==> src/rtl/spram_pkg.sv <==
// Shared types, legal latency range and the byte parity helper for spram_v2.
package spram_pkg;

  typedef enum logic {
    CLEAR = 1'b0,
    READY = 1'b1
  } spram_state_e;

  localparam int RD_LATENCY_MIN = 1;
  localparam int RD_LATENCY_MAX = 2;

  // Even parity: the stored bit makes the total count of ones in byte+bit even.
  function automatic logic byte_parity(input logic [7:0] data);
    return ^data;
  endfunction

endpackage

==> src/rtl/spram_rd_pipe.sv <==
// Read response delay line carrying {valid, err, data}; data holds between pulses.
module spram_rd_pipe #(
  parameter int D_WIDTH = 32,
  parameter int LATENCY = 1
) (
  input  logic               clk,
  input  logic               rst_n,
  input  logic               in_valid,
  input  logic               in_err,
  input  logic [D_WIDTH-1:0] in_data,
  output logic               out_valid,
  output logic               out_err,
  output logic [D_WIDTH-1:0] out_data
);

  logic [LATENCY-1:0] valid_q;
  logic [LATENCY-1:0] err_q;
  logic [D_WIDTH-1:0] data_q [LATENCY];

  // Every stage keeps its data when no response passes, so the last stage
  // presents the most recent response between pulses.
  always_ff @(posedge clk) begin
    if (!rst_n) begin
      valid_q <= '0;
      err_q   <= '0;
      for (int i = 0; i < LATENCY; i++) data_q[i] <= '0;
    end else begin
      valid_q[0] <= in_valid;
      err_q[0]   <= in_valid && in_err;
      if (in_valid) data_q[0] <= in_data;
      for (int i = 1; i < LATENCY; i++) begin
        valid_q[i] <= valid_q[i-1];
        err_q[i]   <= valid_q[i-1] && err_q[i-1];
        if (valid_q[i-1]) data_q[i] <= data_q[i-1];
      end
    end
  end

  assign out_valid = valid_q[LATENCY-1];
  assign out_err   = err_q[LATENCY-1];
  assign out_data  = data_q[LATENCY-1];

endmodule

==> src/rtl/spram_v2.sv <==
// Single-port RAM with valid/ready requests, byte enables, post-reset clear sequencer.
// Define SPRAM_PARITY_EN to store and check one even-parity bit per byte.
module spram_v2
  import spram_pkg::*;
#(
  parameter int D_WIDTH    = 32,
  parameter int A_WIDTH    = 4,
  parameter int MEM_DEPTH  = 16,
  parameter int RD_LATENCY = 1
) (
  input  logic                 clk,
  input  logic                 rst_n,
  input  logic                 req_valid,
  output logic                 req_ready,
  input  logic                 wr_en,
  input  logic [A_WIDTH-1:0]   address,
  input  logic [D_WIDTH-1:0]   data_in,
  input  logic [D_WIDTH/8-1:0] byte_en,
  output logic [D_WIDTH-1:0]   data_out,
  output logic                 valid_out,
  output logic                 err
);

  localparam int NB = D_WIDTH / 8;
  localparam logic [A_WIDTH-1:0] LAST = A_WIDTH'(MEM_DEPTH - 1);

  if (D_WIDTH < 8 || (D_WIDTH % 8) != 0) begin : g_bad_width
    $fatal(1, "spram_v2: D_WIDTH must be a non-zero multiple of 8");
  end
  if (MEM_DEPTH < 1 || MEM_DEPTH > (2 ** A_WIDTH)) begin : g_bad_depth
    $fatal(1, "spram_v2: MEM_DEPTH must be in 1..2**A_WIDTH");
  end
  if (RD_LATENCY < RD_LATENCY_MIN || RD_LATENCY > RD_LATENCY_MAX) begin : g_bad_latency
    $fatal(1, "spram_v2: RD_LATENCY must be 1 or 2");
  end

  spram_state_e       state, state_next;
  logic [A_WIDTH-1:0] cnt, cnt_next;
  logic               accept;
  logic               in_range;
  logic               req_rd_valid;
  logic [A_WIDTH-1:0] req_addr;
  logic [D_WIDTH-1:0] rd_data;
  logic               rd_err;
  logic [D_WIDTH-1:0] mem [MEM_DEPTH];
`ifdef SPRAM_PARITY_EN
  logic [NB-1:0]      par_mem [MEM_DEPTH];
`endif

  always_ff @(posedge clk) begin
    if (!rst_n) begin
      state <= CLEAR;
      cnt   <= '0;
    end else begin
      state <= state_next;
      cnt   <= cnt_next;
    end
  end

  always_comb begin
    state_next = state;
    cnt_next   = cnt;
    req_ready  = 1'b0;
    case (state)
      CLEAR: begin
        cnt_next = cnt + 1'b1;
        if (cnt == LAST) state_next = READY;
      end
      READY:   req_ready = 1'b1;
      default: state_next = CLEAR;
    endcase
  end

  // A reset edge never accepts, even if the FSM was READY before it.
  assign accept   = req_valid && req_ready && rst_n;
  assign in_range = 32'(address) < MEM_DEPTH;

  always_ff @(posedge clk) begin
    if (rst_n && state == CLEAR) begin
      mem[cnt] <= '0;
`ifdef SPRAM_PARITY_EN
      par_mem[cnt] <= '0;
`endif
    end else if (accept && wr_en && in_range) begin
      for (int b = 0; b < NB; b++) begin
        if (byte_en[b]) begin
          mem[address][b*8 +: 8] <= data_in[b*8 +: 8];
`ifdef SPRAM_PARITY_EN
          par_mem[address][b] <= byte_parity(data_in[b*8 +: 8]);
`endif
        end
      end
    end
  end

  // Accepted reads are registered first; the array is read on the next cycle
  // so a write in the acceptance cycle of a later read is always visible.
  always_ff @(posedge clk) begin
    if (!rst_n) begin
      req_rd_valid <= 1'b0;
      req_addr     <= '0;
    end else begin
      req_rd_valid <= accept && !wr_en;
      if (accept && !wr_en) req_addr <= address;
    end
  end

  always_comb begin
    rd_data = '0;
    rd_err  = 1'b0;
    if (32'(req_addr) < MEM_DEPTH) begin
      rd_data = mem[req_addr];
`ifdef SPRAM_PARITY_EN
      for (int b = 0; b < NB; b++) begin
        if (par_mem[req_addr][b] != byte_parity(rd_data[b*8 +: 8])) rd_err = 1'b1;
      end
`endif
    end else begin
      rd_err = 1'b1;
    end
  end

  spram_rd_pipe #(
    .D_WIDTH (D_WIDTH),
    .LATENCY (RD_LATENCY)
  ) u_rd_pipe (
    .clk       (clk),
    .rst_n     (rst_n),
    .in_valid  (req_rd_valid),
    .in_err    (rd_err),
    .in_data   (rd_data),
    .out_valid (valid_out),
    .out_err   (err),
    .out_data  (data_out)
  );

endmodule

==> config.mk <==
export PLATFORM = sky130hd
export DESIGN_NAME = spram_v2
export DESIGN_NICKNAME = d
export VERILOG_FILES = /design/src/rtl/spram_pkg.sv /design/src/rtl/spram_rd_pipe.sv /design/src/rtl/spram_v2.sv
export SDC_FILE = /design/constraint.sdc
export NUM_CORES = 1
export LEC_CHECK = 0
export CORE_ASPECT_RATIO = 0.7
export CORE_MARGIN = 2
export CORE_UTILIZATION = 34
export CTS_BUF_LIST = sky130_fd_sc_hd__clkbuf_8
export CTS_CLUSTER_DIAMETER = 30
export CTS_CLUSTER_SIZE = 10
export DETAILED_ROUTE_END_ITERATION = 10
export GPL_ROUTABILITY_DRIVEN = 0
export PLACE_DENSITY_LB_ADDON = 0.3
export SLEW_MARGIN = 25
export SYNTH_ARGS = -nofsm -noshare
export SYNTH_HDL_FRONTEND = slang
export SYNTH_HIERARCHICAL = 1
export SYNTH_SLANG_ARGS = --single-unit
==> constraint.sdc <==
create_clock -name clk -period 5.7 [get_ports clk]
set_clock_uncertainty 0.2 [all_clocks]
set_input_delay 1.14 -clock clk [delete_from_list [all_inputs] [get_ports clk]]
set_output_delay 1.14 -clock clk [all_outputs]
set_load 0.1 [all_outputs]
; Word level (Yosys, flattened, before mapping)
; Memory sizes are Yosys's and may differ from the RTL's. A register that Yosys moved wholly into a read port is not among the register bits.
; Cells that the tools add are included.
[op_classes]
n_addsub = 1
n_mul = 0
div = 0
n_lt_le_gt_ge = 0
n_eq_ne = 1
shifts = 0
n_mux = 32
bitwise_logic = 1
n_reduce_logical = 8
[op_table]
columns = op, n
row1 = $mux W32, 2
row2 = $reduce_or A32 Y1, 2
row3 = $mux W1, 26
row4 = $mux W4, 4
row5 = $logic_and A1 B1 Y1, 5
row6 = $add A4 B1 Y4 const B, 1
row7 = $eq A4 B4 Y1 const B, 1
row8 = $logic_not A1 Y1, 1
row9 = $not A1 Y1, 1
[word_totals]
ff_bits = 11
latchBits = 0
ramBits = 544
romBits = 0
inputBits = 44
output_inout_bits = 35
word_cells = 50
mem_count = 2
[mem_list]
columns = memory, words, word_bits, rd, rd_clocked_by_memory_dff, wr, line
row1 = mem, 16, 32, 1, 1, 1, spram_v2.sv:45  ; logic [D_WIDTH-1:0] mem [MEM_DEPTH];
row2 = u_rd_pipe.data_q, 1, 32, 1, 0, 1, spram_rd_pipe.sv:18  ; logic [D_WIDTH-1:0] data_q [LATENCY];

; Longest topological paths before layout
[logic_depth]
ltp_word = 9
mapped_depth = 6
mapped_depth_nobuf = 4

; Hierarchy
; Netlist, hierarchy kept.
[by_module_without_submodules]
columns = module, n_inst, cells_each, area_each_um2
row1 = spram_v2, 1, 985, 20681.1
row2 = spram_rd_pipe, 1, 75, 1281.2

; Worst setup path before layout
; No wires, ideal clock.
[synth_timing]
path_type = input-to-reg
start = input port rst_n
end = memory mem[4][16], enable pin
setup_time_ns = 0.388
t_arrival_ns = 2.981
slack_ns = 2.131
path_stages = 6
path_cell_list = buf_2 -> nand4_4 -> or4_1 -> buf_2 -> buf_6 -> a221oi_1
[synth_via]
elab_chain_len = 7
word_cells_on_any_way = 20
cone_classes = mux: 16 / reduce/logical: 4
[synth_rtl]
columns = element, line
row1 = "start, declared", spram_v2.sv:12  ; input logic rst_n,
row2 = $logic_and A1 B1 Y1, spram_v2.sv:75  ; assign accept = req_valid && req_ready && rst_n;
row3 = $logic_and A1 B1 Y1, spram_v2.sv:84  ; end else if (accept && wr_en && in_range) begin
row4 = $mux W1, spram_v2.sv:84
row5 = $mux W1, spram_v2.sv:79  ; if (rst_n && state == CLEAR) begin
row6 = $mux W1 (not written as such), spram_v2.sv:87  ; mem[address][b*8 +: 8] <= data_in[b*8 +: 8];
row7 = $reduce_or A32 Y1 (no line), -
row8 = $mux W4 (no line), -
row9 = "end, declared", spram_v2.sv:45
; Several ways; a longest one is shown, not always the timed one.

; Worst setup path in the final report
[layout_timing]
start = input port req_valid
end = memory mem[2][29], enable pin
[layout_via]
elab_chain_len = 8
word_cells_on_any_way = 18
cone_classes = mux: 14 / reduce/logical: 4
[layout_rtl]
columns = element, line
row1 = "start, declared", spram_v2.sv:13  ; input logic req_valid,
row2 = $logic_and A1 B1 Y1 * (2 in series), spram_v2.sv:75
row3 = $logic_and A1 B1 Y1 *, spram_v2.sv:84
row4 = $mux W1, spram_v2.sv:84
row5 = $mux W1, spram_v2.sv:79
row6 = $mux W1 (not written as such), spram_v2.sv:87
row7 = $reduce_or A32 Y1 (no line), -
row8 = $mux W4 (no line), -
; Mark *: on every way between the ends. The rest lies on a longest branch, timed or not.

==> reports/results.tsv <==
stage	metric	value	unit
status	status	finished clean	
final_layout	Filler cells	5541	
grt	vias in the first global route	11800	
run	Max Cap Violations	0	
grt	initial antenna violation count	2	
route	post-route ant nets	0	
clocking	CTS buffer count	92	
worst_setup_path	Worst R2R Path Depth	4	
worst_setup_path	crit path capture type	flop	
clocking	clk sinks	560	
sta	Final Cycle Share	66.8	%
worst_setup_path	crit path DAT	3990	ps
sta	post-route minimum period	3810	ps
placement	Post-Place Worst Slack	1230	ps
final_layout	Final nets	1279	
placement	cell count after placement	1969	
pwr	VDD IR max	0.000193	V
floorplan	die height	217	um
worst_setup_path	r2r endpoint	mem[2][29]	
synth	Synth area leader	edfxtp_1	
clocking	Max clock buf depth	3	
clocking	# hold bufs at CTS	0	
clocking	Clock Latency Late Sink	670	ps
route	1st-iter DRT viols	1188	
worst_setup_path	crit start category	input pin	
final_layout	Area Overhead vs Synth	19.3	%
worst_setup_path	FF-to-FF Start	state	
synth	largest cells by area after synthesis	edfxtp_1 74%, mux4_2 13%, a221oi_1 2.6%	
floorplan	Die Width	308	um
synth	Synth Register Bits	560	
synth	syn avg cell area	20.7	sq um
clocking	postcts setup bufs	0	
route	DRC	0	
sta	Final Hold Vio Count	0	
worst_setup_path	cell breakdown of the critical path	clkdlybuf4s50_1 -> nand4_4 -> or4_1 -> a221oi_1 -> clkdlybuf4s15_2	
synth	Post-synth top flop	edfxtp_1	
route	Vias/cell	5.38	
synth	number of synthesis warnings	6	
sta	min setup slack post-route	1890	ps
worst_setup_path	Largest delay share family, worst path	simple AND/OR/NAND/NOR gates	
synth	Yosys cell types	33	
pwr	PD cells	332	nW/um^2
synth	mapped cell area	22000	sq um
synth	sequential fraction of the synthesis area	75.8	%
route	drt total wl	53700	um
pwr	total power	8700	uW
route	DR WL/cell	25.1	um
sta	worst hold slack	330	ps
worst_setup_path	Setup CP Type	input pin to flop	
sta	worst-margin pin slew	999	ps
clocking	H-tree depth	3	
synth	Post-synth EDFFs	544	
worst_setup_path	Buf+Inv Stages, Crit Path	2	
worst_setup_path	Max stage delay cell, worst path	or4_1	
route	TritonRoute pass-1 iters	5	
min_path	Hold Crit Depth	2	
clocking	CTS resizes	0	
grt	largest net degree at the start of global routing	73	
min_path	worst hold start	req_addr[1]	
floorplan	die area	66700	sq um
placement	Port Buf Inserts	78	
sta	Final setup viols	0	
synth	Synth Net Count	1105	
final_layout	ant diodes	0	
synth	fraction of registers with async set/reset	0	%
sta	unrepaired setup endpoints after global routing	no	
worst_setup_path	flop2flop setup slack	2380	ps
floorplan	initial cell density of the core	34.6	%
sta	max-slew violations	0	
sta	max frequency	263	MHz
floorplan	Top Ports	79	
route	vias	11500	
floorplan	number of cell rows	77	
clocking	clk slew on worst S/H paths	70	ps
grt	first-pass GRT wire length	78500	um
grt	Congestion Overflow GR	0	
final_layout	layout cells sized above 1	30.5	%
sta	setup_tns	0	ps
pwr	P_leak	0.00754	uW
sta	Slew Limit Headroom	33.2	%
floorplan	Core ar.	63500	sq um
synth	post-synth top area share	74.4	%
worst_setup_path	critical path required time	5880	ps
worst_setup_path	CP peak stage delay	870	ps
worst_setup_path	Max FO, Critical Path	16	
grt	Total GRT Usage	16.2	%
min_path	worst min path class	flop to flop	
clocking	TritonCTS clock tree	built	
placement	dpl hpwl	32600	um
final_layout	Post-Layout Cell Count	2136	
synth	Synth Instances	1060	
clocking	clk root buf	clkbuf_8	
Yosys cell counts, types with 3 or more instances:
library cell  count
a22oi_1          64
a221oi_1         64
nand4b_1          6
mux2i_1           5
and3_2           24
buf_2            25
mux4_2          128
nand2_1          32
o21ai_1          10
dfxtp_1          16
and3_1           45
nor2b_1          11
and2_1            5
clkbuf_1         49
or4_1             3
edfxtp_1        544
xnor2_1           3
nor2_1            3
clkbuf_2          4
routing by layer:
layer	up-vias	part of all wire, %	global-route usage [%]
met4	0	1.5	3.80
met5	-	0	0
met2	441	44	22.9
met3	72	7.9	4.18
met1	6076	47	24.7
li1	4894	-	-
worst max-delay path by stage:
| stage | start | to | slack (ps) | depth (start not counted) |
|---|---|---|---|---|
| 5_1_grt | req_valid | mem[2][29] | 1790 | 5 |
| 4_1_cts | state | req_ready | 1860 | 1 |
| 3_5_place_dp | req_valid | mem[2][29] | 1230 | 5 |
| 2_1_floorplan | rst_n | mem[4][16] | 2130 | 6 |
| 6_report | req_valid | mem[2][29] | 1890 | 5 |
| 3_3_place_gp | req_valid | mem[2][6] | 1030 | 4 |
power by group:
group	internal, uW	leakage, uW	switching, uW
clock	2210	0.00104	1670
combinational	98.4	0.00210	189
sequential	4520	0.00440	17.5
total	6830	0.00754	1870
worst min-delay path, cell delays in order (launching register included):
cell and delay [ps]:
dfxtp_1 300, mux2i_1 120, nor2b_1 80
sequential cells by signal (all words and copies together) (netlist names), named ones only:
signal               flops
mem                    512
u_rd_pipe/data_q        32
cnt                      4
req_addr                 4
req_rd_valid             1
state                    1
u_rd_pipe/out_err        1
u_rd_pipe/out_valid      1
cell families after synthesis:
family | after synthesis | synth area share (%)
xor gates and xnor gates | 3 | 0.120
adders and majority gates | 1 | 0.0570
buffers and inverters | 84 | 1.67
DFF | 560 | 75.8
and+or+nand+nor | 137 | 3.87
muxes | 133 | 13.4
other | 1 | 0.0171
AOI/OAI and AO/OA | 141 | 5.07
cell type report:
cell class                      count  area, sq um  area share [%]
Multi-Input combinational cell    416         5020            19.2
Inverter                            2         7.51          0.0286
Sequential cell                   560        16700            63.6
Clock buffer                       95         1310            4.99
Tap cell                          829         1040            3.96
Timing Repair Buffer              162         1450            5.52
Clock inverter                     72          726            2.77
cell usage in the layout, fill, tap and decap left out, types with 11 or more instances in the layout:
cell,Yosys,final
clkinv_1,0,17
a221oi_1,64,59
mux4_2,128,128
edfxtp_1,544,544
a22oi_1,64,64
inv_1,2,13
clkbuf_8,0,95
clkinv_2,0,13
nand2_1,32,32
clkdlybuf4s50_1,0,77
and3_1,45,45
clkinvlp_4,0,11
and3_2,24,24
dfxtp_1,16,14
bufinv_16,0,14
buf_4,0,80
stage by stage:
stage	utilization, %	instance area, sq um
after floorplan	-	22000
after global placement	38.0	24100
after detailed placement	38.1	24200
after CTS	41.3	26200
after global routing	41.3	26200
final	41.3	26200
Note: power is estimated with default switching activity, not from simulation.
